[src/rtl/cpu_pkg.sv]
// Shared types and widths for the call/return sequencer and its return-address store.
package cpu_pkg;
    localparam int SP_WIDTH     = 6;
    localparam int PC_WIDTH_DEF = 8;

    typedef enum logic [1:0] {
        S_IDLE      = 2'd0,
        S_CALL_PUSH = 2'd1,
        S_RET_RD    = 2'd2,
        S_RET_POP   = 2'd3
    } cs_state_t;
endpackage

[src/rtl/ret_addr_lifo.sv]
// Return-address storage: DEPTH x PC_WIDTH registers, one write port, one async read port.
module ret_addr_lifo #(
    parameter int DEPTH    = 16,
    parameter int PC_WIDTH = 8,
    parameter int AW       = (DEPTH > 1) ? $clog2(DEPTH) : 1
) (
    input  logic                clk,
    input  logic                we,
    input  logic [AW-1:0]       waddr,
    input  logic [PC_WIDTH-1:0] wdata,
    input  logic [AW-1:0]       raddr,
    output logic [PC_WIDTH-1:0] rdata
);
    logic [PC_WIDTH-1:0] mem [DEPTH];

    always_ff @(posedge clk) begin
        if (we) mem[waddr] <= wdata;
    end

    assign rdata = mem[raddr];
endmodule

[src/rtl/call_stack_ctrl.sv]
// CALL/RET sequencer: owns the frame pointer, drives register-file stack strobes and PC loads.
module call_stack_ctrl
    import cpu_pkg::*;
#(
    parameter int PC_WIDTH = PC_WIDTH_DEF,
    parameter int DEPTH    = 16
) (
    input  logic                clk,
    input  logic                rst,
    input  logic                call_req,
    input  logic                ret_req,
    input  logic [PC_WIDTH-1:0] call_target,
    input  logic [PC_WIDTH-1:0] pc_ret,
    output logic                pc_load,
    output logic [PC_WIDTH-1:0] pc_out,
    output logic                rf_stack_push,
    output logic                rf_stack_pop,
    output logic [SP_WIDTH-1:0] rf_stack_pointer,
    output logic                busy,
    output logic                overflow,
    output logic                underflow
);
    localparam int AW = (DEPTH > 1) ? $clog2(DEPTH) : 1;
    localparam logic [SP_WIDTH-1:0] DEPTH_SP = SP_WIDTH'(DEPTH);

    cs_state_t           state, state_nx;
    logic [SP_WIDTH-1:0] sp;
    logic [PC_WIDTH-1:0] tgt_q, ret_q, rd_data;
    logic                call_ok, ret_ok;

    assign call_ok = call_req && (sp < DEPTH_SP);
    assign ret_ok  = !call_req && ret_req && (sp != '0);

    ret_addr_lifo #(.DEPTH(DEPTH), .PC_WIDTH(PC_WIDTH), .AW(AW)) u_lifo (
        .clk   (clk),
        .we    (state == S_CALL_PUSH),
        .waddr (sp[AW-1:0]),
        .wdata (ret_q),
        .raddr (AW'(sp - SP_WIDTH'(1))),
        .rdata (rd_data)
    );

    always_ff @(posedge clk) begin
        if (rst) begin
            state     <= S_IDLE;
            sp        <= '0;
            tgt_q     <= '0;
            ret_q     <= '0;
            overflow  <= 1'b0;
            underflow <= 1'b0;
        end else begin
            state <= state_nx;
            case (state)
                S_IDLE: begin
                    if (call_ok) begin
                        tgt_q <= call_target;
                        ret_q <= pc_ret;
                    end
                    // Only a blocked request raises a flag; CALL wins so a dropped RET never does.
                    if (call_req && !call_ok) overflow <= 1'b1;
                    if (!call_req && ret_req && sp == '0) underflow <= 1'b1;
                end
                S_CALL_PUSH: sp <= sp + SP_WIDTH'(1);
                S_RET_POP:   sp <= sp - SP_WIDTH'(1);
                default: ;
            endcase
        end
    end

    always_comb begin
        state_nx         = state;
        pc_load          = 1'b0;
        pc_out           = '0;
        rf_stack_push    = 1'b0;
        rf_stack_pop     = 1'b0;
        rf_stack_pointer = sp;
        busy             = 1'b0;
        case (state)
            S_IDLE: begin
                if (call_ok)     state_nx = S_CALL_PUSH;
                else if (ret_ok) state_nx = S_RET_RD;
            end
            S_CALL_PUSH: begin
                state_nx         = S_IDLE;
                rf_stack_pointer = sp + SP_WIDTH'(1);
                rf_stack_push    = 1'b1;
                pc_load          = 1'b1;
                pc_out           = tgt_q;
                busy             = 1'b1;
            end
            S_RET_RD: begin
                state_nx = S_RET_POP;
                busy     = 1'b1;
            end
            S_RET_POP: begin
                state_nx     = S_IDLE;
                rf_stack_pop = 1'b1;
                pc_load      = 1'b1;
                pc_out       = rd_data;
                busy         = 1'b1;
            end
            default: state_nx = S_IDLE;
        endcase
    end
endmodule

[config.mk]
export PLATFORM = sky130hd
export DESIGN_NAME = call_stack_ctrl
export DESIGN_NICKNAME = d
export VERILOG_FILES = /design/src/rtl/cpu_pkg.sv /design/src/rtl/ret_addr_lifo.sv /design/src/rtl/call_stack_ctrl.sv
export SDC_FILE = /design/constraint.sdc
export NUM_CORES = 1
export LEC_CHECK = 0
export BUFFER_PORTS_ARGS = -buffer_cell sky130_fd_sc_hd__buf_4
export CORE_AREA = 2 2 110 112
export CTS_CLUSTER_SIZE = 12
export DETAILED_ROUTE_END_ITERATION = 10
export DIE_AREA = 0 0 112 114
export GPL_TIMING_DRIVEN = 0
export PLACE_DENSITY = 0.73
export SLEW_MARGIN = 10
export SYNTH_ARGS = -nofsm -noshare
export SYNTH_HDL_FRONTEND = slang
export SYNTH_SLANG_ARGS = --single-unit
[constraint.sdc]
create_clock -name clk -period 7.4 [get_ports clk]
set_input_delay 0.74 -clock clk [delete_from_list [all_inputs] [get_ports clk]]
set_output_delay 0.74 -clock clk [all_outputs]
set_load 0.01 [all_outputs]
Yosys cells after proc, flatten, opt, wreduce, memory -nomap -nowiden:

Memory sizes are Yosys's and may differ from the RTL's.
Index checks and enable logic that the tools add are counted.
W data, S select, Z words.

* shift-type cells: 0
* bitwise gates (word level): 0
* reductions and logical operators: 16
* mux-type cells: 11
* add/sub/neg operators: 2
* divide/modulo/power cells: 0
* magnitude comparators: 1
* multiply operators: 0
* eq/ne operators: 4

Operator list (number)
* $pmux W8 S2: 1
* $pmux W6 S2: 1
* $add A6 B1 Y6 const B: 1
* $logic_not A6 Y1: 1
* $lt A6 B5 Y1 const B: 1
* $mux W6: 1
* $pmux W2 S3: 1
* $reduce_and A2 Y1: 3
* $reduce_bool A6 Y1: 1
* $sub A6 B1 Y6 const B: 1
* $logic_and A1 B1 Y1: 5
* $mux W1: 5
* $eq A2 B2 Y1 const B: 2
* $mux W2: 2
* $ne A3 B3 Y1 const B: 1
* $reduce_or A3 Y1: 1
* $eq A2 B1 Y1 const B: 1
* $logic_not A1 Y1: 2
* $logic_not A2 Y1: 1
* $reduce_bool A2 Y1: 1
* $reduce_or A2 Y1: 1

* bits in registers: 26
* ROM bits: 0
* output and inout bits: 20
* bits in latches: 0
* input port bits: 20
* memories kept: 1
* RAM bits: 128
* logic and storage cells: 41

Memory list
* u_lifo.mem: depth 16, bits a word 8, rd ports 1, clocked after Yosys merged registers in 0, write ports 1, line ret_addr_lifo.sv:14 `logic [PC_WIDTH-1:0] mem [DEPTH];`

Logic depth before layout (Yosys ltp):

* depth after elaboration: 6
* gate-level depth with buffers: 10
* gate-level depth less buffers: 7

Cells and area by module:

A second synthesis with hierarchy kept.

* cells, all modules: 390
* area, all modules: 6337.3 sq um

By module, submodules not included
* ret_addr_lifo: area each 4987.3 sq um, cells an instance 221, instances 1, seq. area each 3843.7 sq um
* call_stack_ctrl: area each 1350.0 sq um, cells an instance 169, instances 1, seq. area each 520.5 sq um

Worst setup path after synthesis:

OpenSTA, ideal clock, no wires.

* kind: reg-to-output
* from: register sp[0]
* to: output pc_out[7]
* arrival: 2.190 ns
* setup slack: 4.470 ns
* data required time: 6.660 ns
* buffers on the path: 3
* stages on the path, launching flop included: 11
* path through: dfxtp_1 -> buf_2 -> inv_1 -> ha_1 -> buf_2 -> xor2_1 -> clkbuf_1 -> nand2_1 -> a32oi_1 -> nand4_1 -> nand3_1

* longest elaborated chain between the ends: 3

RTL lines
* start, declared: line call_stack_ctrl.sv:27 `logic [SP_WIDTH-1:0] sp;`
* start signal, assigned: line call_stack_ctrl.sv:63 `S_CALL_PUSH: sp <= sp + SP_WIDTH'(1);`
* start signal, assigned: line call_stack_ctrl.sv:64 `S_RET_POP: sp <= sp - SP_WIDTH'(1);`
* $sub A6 B1 Y6
* $mem_v2 Z16 W8
* $pmux W8 S2: line call_stack_ctrl.sv:78 `case (state)`
* end, declared: line call_stack_ctrl.sv:15 `output logic [PC_WIDTH-1:0] pc_out,`

Every way passes these cells.

Worst setup path after layout:

Ends and elaborated chain as after synthesis.

==> results.sh <==
export IMPL_routed_wl_microns=14910
export IMPL_yosysUniqueCellTypes=34
export IMPL_yosysTopAreaCell="edfxtp_1"
export IMPL_die_area_sq_um=12770
export IMPL_critPathCaptureType="output pin"
export IMPL_clock_path_buffers=2
export IMPL_timing_rr_end="u_lifo.mem[6][4]$_DFFE_PP_"
export IMPL_synth_area_sq_um=6277
export IMPL_hp_start="tgt_q[5]$_SDFFE_PP0P_"
export IMPL_r2r_slack_ps=5140
export IMPL_synth_nets=538
export IMPL_antenna_found_initial=0
export IMPL_dr_pass1_iters=5
export IMPL_grt_pass1_vias=4022
export IMPL_avgSynthCellArea_sq_um=12.21
export IMPL_setup_viol_count_final=0
export IMPL_worst_r2r_path_depth=6
export IMPL_clk_pin_slew_ps=60
export IMPL_vias_per_cell=5.802
export IMPL_leakage_uw=0.002732
export IMPL_cts_hold_buffers_added=0
export IMPL_io_buffers=38
export IMPL_synth_seq_cells=154
export IMPL_coreArea_sq_um=11710
export IMPL_setup_tns_ps=0
export IMPL_sequentialPowerShare_pct=47.6
export IMPL_dp_hpwl_microns=9850
export IMPL_synth_yosys_seq_area_share_pct=69.52
export IMPL_power_density_nw_per_um2=281.5
export IMPL_final_nets=595
export IMPL_grt_pass1_wl_microns=22820
export IMPL_post_cts_buffers=0
export IMPL_grt_usage_pct=24.25
export IMPL_initialDrtViolationCount=413
export IMPL_switching_share_pct=25.65
export IMPL_p_comb_share_pct=11.2
export IMPL_initial_core_util_pct=53.60
export IMPL_cts_buffers=17
export IMPL_reg2reg_from="state[0]$_SDFFE_PP0P_"
export IMPL_drive_gt1_share_pct=13.53
export IMPL_die_y_microns=114
export IMPL_layout_commonest_cell="nand2_1"
export IMPL_rsz0062_at_grt="no"
export IMPL_overflow=0
export IMPL_arrival_ps=3630
export IMPL_period_needed_ps=4365
export IMPL_fin_util_pct=62.65
export IMPL_avgRoutedWirePerCell_microns=20.39
export IMPL_finalCritPeriodShare_pct=58.99
export IMPL_drv_cap=0
export IMPL_layout_common_cells="nand2_1, edfxtp_1, nand3_1, buf_4, clkbuf_1"
export IMPL_n_antenna_cell=0
export IMPL_p_int_uw=1536
export IMPL_slew_viol_final=0
export IMPL_power_switching_uw=529.9
export IMPL_die_w_microns=112
export IMPL_relSlewSlack_pct=47.36
export IMPL_finClkSkew_ps=7.427
export IMPL_pin_count=40
export IMPL_cts_sinks=154
export IMPL_cts_max_level=4
export IMPL_status="finished clean"
export IMPL_cts_resized=0
export IMPL_synth_cells=514
export IMPL_cp_required_ps=6660
export IMPL_critical_path_startpoint_type="flip-flop"
export IMPL_hp_class="flip-flop to flip-flop"
export IMPL_netlist_area_leader_share_pct=61.23
export IMPL_crit_type="flip-flop to output pin"
export IMPL_cts_root_buf="clkbuf_16"
export IMPL_drc=0
export IMPL_syn_to_final_growth_pct=16.88
export IMPL_fmax_ghz=0.2291
export IMPL_yosysWarnings=0
export IMPL_pwr_share_clk_pct=41.2
export IMPL_cts_tree="done"
export IMPL_grt_max_degree=18
export IMPL_ir_worst_vdd_mv=0.1374
export IMPL_hold_depth=2
export IMPL_tightest_slew_ps=788.5
export IMPL_fp_row_count=40
export IMPL_ant_nets=0
export IMPL_clock_latency_ps=420
export IMPL_routed_via_count=4241
export IMPL_hold_viol_final=0
export IMPL_synth_area_leaders="edfxtp_1, nand2_1, dfxtp_1, nand3_1, mux2i_1"
export IMPL_min_to="tgt_q[5]$_SDFFE_PP0P_"
export IMPL_crit_fanout=10
export IMPL_place_gp_congestion=0.8773
[layout make-up]
class                           instances  area [sq um]
Buffer                                 34         135.1
Clock buffer                           22         516.7
Clock inverter                         10         73.82
Fill cell                             914          4374
Inverter                                4         15.01
Multi-Input combinational cell        322          1763
Sequential cell                       154          4364
Tap cell                              147         183.9
Timing Repair Buffer                   38         285.3
[state kept, by name, indices dropped and copies added (netlist names)]
name        flops
u_lifo.mem    128
ret_q           8
tgt_q           8
sp              6
state           2
overflow        1
underflow       1
[per-stage QoR]
step	hold WS, ps	power [uW]	setup slack [ps]	std cells	area (sq um)
5_1_grt	492.3	2130	2845	731	7337
3_3_place_gp	445.3	1222	3608	699	6746
6_report	459.7	2066	3035	731	7337
3_5_place_dp	449.1	1228	3557	699	6746
4_1_cts	457.9	2064	3097	731	7337
2_1_floorplan	436.6	1140	4470	514	6277
[power by group through the flow]
stage,Sequential [uW],Combinational (uW),Clock (uW)
after detailed placement,1000,227,0
after floorplan,989,151,0
after global routing,985,254,890
final,983,232,850
after global placement,999,223,0
after CTS,983,229,852
[synth_stat cells]
library cell    n
a211oi_1        1
a21oi_1        18
a22oi_1         1
a31oi_1         1
a32o_1          1
a32oi_1        15
and2_1         12
and3_1          9
and3b_1         2
and4_1          1
buf_1           1
buf_2           3
buf_4           1
clkbuf_1       29
dfxtp_1        26
edfxtp_1      128
ha_1            4
inv_1           4
mux2_2          1
mux2i_1        15
mux4_2          2
nand2_1       140
nand3_1        39
nand4_1        17
nand4b_1        1
nor2_1         16
nor2b_1         4
nor3_1          3
nor4_1          1
o21ai_0         3
or3b_2          1
xnor2_1         7
xnor2_2         1
xor2_1          6
[worst max-delay path by stage]
stage / startpoint / to
global route: sp[0]$_SDFFE_PP0P_ / pc_out[7]
finish: sp[0]$_SDFFE_PP0P_ / pc_out[7]
detailed placement: sp[0]$_SDFFE_PP0P_ / pc_out[6]
global placement: sp[0]$_SDFFE_PP0P_ / pc_out[6]
floorplan: sp[0]$_SDFFE_PP0P_ / pc_out[7]
CTS: sp[0]$_SDFFE_PP0P_ / pc_out[2]
[per-layer routing]
metal	global-route usage, %	wire length [microns]
met5	0	0
met4	8.943	416
met3	5.632	1118
met2	37.90	7060
met1	33.77	6309
[kinds of logic (layout without fill, tap and decap cells)]
group | count (synthesis) | after routing | synth area share, %
xor+xnor | 14 | 14 | 2.073
flops | 154 | 154 | 69.52
buf+inv | 38 | 108 | 2.392
compound gates | 40 | 40 | 4.266
mux | 18 | 18 | 3.289
simple gates | 246 | 246 | 17.66
fa+ha+maj | 4 | 4 | 0.7973
[worst max-delay path, cell delays in order (launching register included)]
cell and delay, ps:
dfxtp_1 430, buf_2 290, inv_1 150, ha_1 210, buf_2 190, xnor2_2 530, clkbuf_1 500, nand2_1 110
a32oi_1 300, nand4_1 160, nand3_1 190, buf_4 150
(Power assumes the default switching activity.)
